<file path="src/rtl/sync_reset_seq.sv">
// sync_reset_seq: debounced, multi-domain reset controller.
// The push button asserts every domain reset asynchronously. Release happens
// synchronously to clk once the button has been stably high for a debounce
// window. Domains are released one at a time, bit 0 first, STAGGER cycles apart.
// In RUN, a single-cycle software request restarts the sequence with a shorter hold.
module sync_reset_seq #(
  parameter int SYNC_STAGES     = 2,
  parameter int DEBOUNCE_CYCLES = 24000,
  parameter int SW_HOLD         = 16,
  parameter int NUM_DOMAINS     = 3,
  parameter int STAGGER         = 8
) (
  input  logic                   clk,
  input  logic                   key,
  input  logic                   sw_req,
  output logic [NUM_DOMAINS-1:0] reset,
  output logic                   done,
  output logic                   cause
);

  // The counter must hold the largest target without wrapping.
  localparam int CNT_MAX01 = (DEBOUNCE_CYCLES > SW_HOLD) ? DEBOUNCE_CYCLES : SW_HOLD;
  localparam int CNT_MAX   = (CNT_MAX01 > STAGGER) ? CNT_MAX01 : STAGGER;
  localparam int CNT_W     = $clog2(CNT_MAX + 1);

  localparam logic [CNT_W-1:0] DEB_T = CNT_W'(DEBOUNCE_CYCLES);
  localparam logic [CNT_W-1:0] SWH_T = CNT_W'(SW_HOLD);
  localparam logic [CNT_W-1:0] STG_T = CNT_W'(STAGGER);

  typedef enum logic [1:0] {
    S_HOLD    = 2'd0,
    S_RELEASE = 2'd1,
    S_RUN     = 2'd2
  } state_t;

  state_t                   state_q;
  logic [SYNC_STAGES-1:0]   sync_q;
  logic [CNT_W-1:0]         cnt_q;
  logic [NUM_DOMAINS-1:0]   reset_q;
  logic                     done_q;
  logic                     cause_q;

  logic                     key_s;
  logic [CNT_W-1:0]         cnt_inc;
  logic [CNT_W-1:0]         hold_tgt;
  logic [NUM_DOMAINS-1:0]   reset_shift;

  assign key_s    = sync_q[SYNC_STAGES-1];
  assign cnt_inc  = cnt_q + CNT_W'(1);
  // A software-initiated sequence holds for SW_HOLD instead of the full debounce.
  assign hold_tgt = cause_q ? SWH_T : DEB_T;
  // Releasing the next domain keeps the thermometer code: clear the lowest set bit.
  assign reset_shift = reset_q << 1;

  // Synchroniser for the released key; a 1 ripples in while key stays high.
  always_ff @(posedge clk or negedge key) begin
    if (!key) begin
      sync_q <= '0;
    end else begin
      sync_q <= {sync_q[SYNC_STAGES-2:0], 1'b1};
    end
  end

  // Release sequencer: debounce/hold, staggered release, then run.
  always_ff @(posedge clk or negedge key) begin
    if (!key) begin
      state_q <= S_HOLD;
      cnt_q   <= '0;
      reset_q <= '1;
      done_q  <= 1'b0;
      cause_q <= 1'b0;
    end else begin
      case (state_q)
        S_HOLD: begin
          if (!key_s) begin
            cnt_q <= '0;
          end else if (cnt_inc == hold_tgt) begin
            cnt_q   <= '0;
            reset_q <= reset_shift;
            if (NUM_DOMAINS == 1) begin
              state_q <= S_RUN;
              done_q  <= 1'b1;
            end else begin
              state_q <= S_RELEASE;
            end
          end else begin
            cnt_q <= cnt_inc;
          end
        end
        S_RELEASE: begin
          if (cnt_inc == STG_T) begin
            cnt_q   <= '0;
            reset_q <= reset_shift;
            if (reset_shift == '0) begin
              state_q <= S_RUN;
              done_q  <= 1'b1;
            end
          end else begin
            cnt_q <= cnt_inc;
          end
        end
        S_RUN: begin
          if (sw_req) begin
            reset_q <= '1;
            done_q  <= 1'b0;
            cause_q <= 1'b1;
            cnt_q   <= '0;
            state_q <= S_HOLD;
          end
        end
        default: begin
          state_q <= S_HOLD;
        end
      endcase
    end
  end

  assign reset = reset_q;
  assign done  = done_q;
  assign cause = cause_q;

endmodule
</file>
<file path="config.mk">
export PLATFORM = sky130hd
export DESIGN_NAME = sync_reset_seq
export DESIGN_NICKNAME = d
export VERILOG_FILES = /design/src/rtl/sync_reset_seq.sv
export SDC_FILE = /design/constraint.sdc
export NUM_CORES = 1
export LEC_CHECK = 0
export ABC_AREA = 1
export BUFFER_PORTS_ARGS = -buffer_cell sky130_fd_sc_hd__buf_4
export CORE_MARGIN = 4
export CORE_UTILIZATION = 61
export DETAILED_ROUTE_END_ITERATION = 10
export GPL_TIMING_DRIVEN = 0
export PLACE_DENSITY = 0.79
export SYNTH_ARGS = -nofsm -noshare
export SYNTH_HDL_FRONTEND = slang
export SYNTH_SLANG_ARGS = --single-unit
</file>
<file path="constraint.sdc">
create_clock -name clk -period 2.2 [get_ports clk]
set_input_delay 0.11 -clock clk [delete_from_list [all_inputs] [get_ports clk]]
set_output_delay 0.11 -clock clk [all_outputs]
set_load 0.005 [all_outputs]
</file>
# --- Word level (Yosys, flattened, before mapping) ---
# Index checks and enable logic that the tools add are counted.
totals:
  wordCells: 46
  inputBits: 3
  register_bits: 24
  output_inout_bits: 5
op_classes:
  n_mux: 21
  reduce_logical: 9
  add_sub_neg: 1
  n_eq_ne: 9
op_table:
  columns: ["operator", "count"]
  rows:
  - ["two-way mux 15 bit", 5]
  - ["one-hot mux 15 bit (3 select lines)", 1]
  - ["adder 15 x 1 -> 15 bit, second input constant", 1]
  - ["== test 15 bit", 1]
  - ["== test 15 x 4 -> 1 bit, second input constant", 1]
  - ["two-way mux 3 bit", 4]
  - ["two-way mux 2 bit", 5]
  - ["inequality test 2 bit, second input constant", 5]
  - ["AND reduction 5 bit", 2]
  - ["one-hot mux 3 bit (3 select lines)", 1]
  - ["one-hot mux 2 bit (3 select lines)", 1]
  - ["AND reduction 2 bit", 2]
  - ["AND reduction 4 bit", 1]
  - ["zero test 3 bit", 1]
  - ["two-way mux 1 bit", 3]
  - ["nonzero test 3 bit", 1]
  - ["== test 2 x 1 -> 1 bit, second input constant", 1]
  - ["== test 2 bit, second input constant", 1]
  - ["zero test 2 bit", 1]
  - ["one-hot mux 1 bit (2 select lines)", 1]
  - ["nonzero test 2 bit", 1]

# --- Depth between registers and ports, before layout ---
logic_depth:
  depth_word: 5
  mapped_depth: 16
  depth_no_buf: 16

# --- Least setup slack after synthesis ---
# Ideal clock, no wire load.
synth_timing:
  path_kind: "register -> register"
  start: "reg cnt_q[0]"
  end: "reg cnt_q[0]"
  arrival_time_ns: 1.744
  path_buffers: 1
  synth_period_minus_slack_ns: 1.862
  required_ns: 2.082
  setup_time_ns: 0.118
  setup_slack_ns: 0.338
  path_stages_with_launch: 15
  cell_sequence: "dfrtp_1 > ha_1 > nand3_1 > nor2_1 > nand2_1 > nand2_1 > nor2_2 > nand2_1 > nor2_1 > nand3_2 > nand2_4 > nand2_2 > buf_4 > nand4_1 > nand2_1"
synth_via:
  elab_chain_len: 5
  elab_cells_between_ends: 7
  cone_classes: "add/sub (1); eq/ne (2); mux (4)"
synth_lines:
  columns: ["item", "line", "text"]
  rows:
  - ["start, declared", "38", "logic [CNT_W-1:0] cnt_q;"]
  - ["start signal, assigned", "87", "cnt_q <= cnt_inc;"]
  - ["start signal, assigned", "99", "cnt_q <= cnt_inc;"]
  - ["adder 15 x 1 -> 15 bit *", "49", "assign cnt_inc = cnt_q + CNT_W'(1);"]
  - ["== test 15 bit", "77", "end else if (cnt_inc == hold_tgt) begin"]
  - ["two-way mux 15 bit", "77", null]
  - ["two-way mux 15 bit", "75", "if (!key_s) begin"]
  - ["one-hot mux 15 bit (3 select lines) *", "73", "case (state_q)"]
# Mark *: on every way between the ends. The rest lies on a longest branch, timed or not.
# A chain may end at the register's enable or synchronous reset.

# --- Final worst setup path ---
# Same ends and word-level chain as after synthesis.

==> results_dict.tcl <==
set metrics [dict create \
    grt_max_degree 25 \
    crit-reg2reg-launch "cnt_q[0]" \
    htreeDepth 1 \
    setup-tns-final_ps 0 \
    antenna_found_initial 0 \
    portBuffers 7 \
    nFillCells 235 \
    cts_tree "built" \
    total_leakage_power_nw 1.07 \
    min_to "cause" \
    wl_um 4550 \
    worstHoldPathType "in -> reg" \
    power_density_nw_per_um2 916 \
    post-route-period-util_pct 95.5 \
    required_ps 2440 \
    critPathKind "reg -> reg" \
    cp-end-kind "register" \
    crit_arrival_ps 2350 \
    via_count 1862 \
    ir_worst_vdd_uv 871 \
    clock-root-buffer "clkbuf_4" \
    dp_hpwl_um 3170 \
    seqCellArea_um2 607 \
    dr.first_iter.drc_count 176 \
    yosys_warnings 0 \
    grt_pass1_wl_um 7390 \
    r2r_cells 16 \
    synth-seq-cells 24 \
    finalHoldViolCount 0 \
    skew_ps 7.81 \
    overflow 0 \
    io_pins 8 \
    pre_cts_ws_ps 26.3 \
    syn_nets 285 \
    cts.path.max_buffers 2 \
    core_area_um2 2850 \
    start_kind "register" \
    syn_inst 276 \
    drtAntennaViolNets 0 \
    critPathMaxFanout 10 \
    holdCritStartpoint "sw_req" \
    netlist_area_um2 1890 \
    reg2reg_to "cnt_q[0]" \
    max_cap_viol_count 0 \
    start_util_pct 66.4 \
    drc_errors 0 \
    insertion_delay_ps 340 \
    dr.pass1.iters 5 \
    wl_per_cell_um 14.1 \
    layout_setup_ws_ps 99.1 \
    cts.reportedPaths.clkPinSlew_ps 150 \
    num_rows 19 \
    grtUsageTotal_pct 22.8 \
    status "finished, final reports clean" \
    drive_above_1_share_pct 21.2 \
    hold-path-cell-count 3 \
    die_width_um 63.7 \
    fin_area_um2 2130 \
    clock-sinks 24 \
    multiInputGateArea_um2 1160 \
    die-area_um2 4060 \
    finalSetupViolCount 0 \
    nNetsFinal 302 \
    slew_viol_final 0 \
    synth.avg_cell_area_um2 6.86 \
    syn_to_final_growth_pct 12.5 \
    min_period_ps 2100 \
    globalplace.congestion 0.914 \
    grt_pass1_vias 1555 \
    clock.fmax_mhz 476 \
    ys_types 26 \
    vias_per_cell 5.76 \
    antenna_cells 0 \
    placed_area_um2 1990 \
    numCtsBuffers 3 \
    rsz0062_at_grt "true" \
    yosysSeqAreaShare_pct 31.9 \
    die_h_um 63.7 \
    r2r_slack_ps 100 \
]
-- layout make-up --
cell class	instances	area share [%]
Multi-Input combinational cell	215	54.5
Tap cell	31	1.82
Sequential cell	24	28.5
Clock inverter	1	1.41
Buffer	6	2.94
Timing Repair Buffer	12	4.35
Clock buffer	3	1.06
Inverter	31	5.46
-- how the worst max path moves through the flow --
stage | startpoint | endpoint | slack, ps | depth (start not counted)
floorplan | cnt_q[0] | cnt_q[0] | 340 | 14
global placement | state_q[0] | cnt_q[3] | 10 | 8
detailed placement | state_q[0] | cnt_q[3] | 30 | 8
CTS | state_q[0] | cnt_q[3] | 0.2 | 8
global route | cnt_q[0] | cnt_q[0] | -100 | 16
finish | cnt_q[0] | cnt_q[0] | 100 | 16
-- routing by layer --
layer	wire [um]	global-route usage (%)	share of wire, %	vias to the layer above
met5	0	0	0	-
met2	2030	33.6	45	74
met1	2060	35.2	45	858
li1	-	-	-	923
met3	415	3.55	9.1	7
met4	40	4.58	0.88	0
-- logic make-up (layout without fill, tap and decap cells) --
family / count (synthesis) / count (layout) / share of synthesized area [%]
AO/OA/AOI/OAI: 14 / 14 / 3.96
adder cells (fa/ha/maj): 6 / 6 / 3.96
buffers and inverters: 37 / 53 / 9.25
flip-flops: 24 / 24 / 31.9
other: 1 / 1 / 0.198
AND/OR/NAND/NOR: 194 / 194 / 50.7
-- cells in the mapped netlist, drive strengths merged --
master        number  area share (%)
o31ai              2            0.79
conb               1            0.20
nand3b             1            0.40
dlymetal6s2s       1            0.66
o21ai              8             2.1
dfstp              3             4.2
inv               31             6.1
dlygate4sd1        1            0.46
buf                4             2.0
nand3             27             7.9
nor3               1            0.26
or2                1            0.33
nand4             22             7.3
nand2            105              24
dfrtp             21              28
ha                 6             4.0
nor2              37              11
a21oi              4             1.1
-- critical path, cell delays in order (launching register included) --
cell and delay, ps:
dfrtp_1 460, buf_4 140, inv_1 50, nor2_2 160, buf_6 170, nand2_2 60
nand2_2 60, nand2_2 60, nor2_2 100, nand2_1 70, nor2_2 80, nand2_1 80
nor2_4 120, nand3_2 100, buf_6 160, nand4_1 80, nand2_1 70
-- power by group --
part           internal (mW)  switching, mW
logic                  0.380          0.616
clock network          0.184          0.156
registers              0.536         0.0802
-- registers in the layout (all words and copies together) (netlist names) --
name	count
cnt_q	15
reset	3
state_q	2
sync_q	2
cause	1
done	1
-- layout by cell type, fill, tap and decap left out, drive strengths merged, types with 2 or more instances in the layout --
master / count
a21oi: 4
buf: 15
clkbuf: 3
dfrtp: 21
dfstp: 3
ha: 6
inv: 31
nand2: 105
nand3: 27
nand4: 22
nor2: 37
o21ai: 8
o31ai: 2
-- repair_timing --
item / in CTS / in global routing
endpoints found under the setup margin: 0 / 17
hold endpoints to repair: 24 / 0
gates resized for setup: 0 / 15
hold buffers: 1 / 0
buffers inserted: 0 / 3
-- per-stage QoR --
stage | utilization (%) | hold WS [ps] | cells | total power, mW
finish | 74.7 | 117 | 323 | 1.95
CTS | 71.8 | 86.6 | 319 | 1.82
global placement | 69.6 | 22.8 | 314 | 1.47
floorplan | - | -186 | 276 | 1.26
detailed placement | 69.6 | 22.5 | 314 | 1.49
global route | 74.7 | 161 | 323 | 2.11
(Power assumes the default switching activity.)
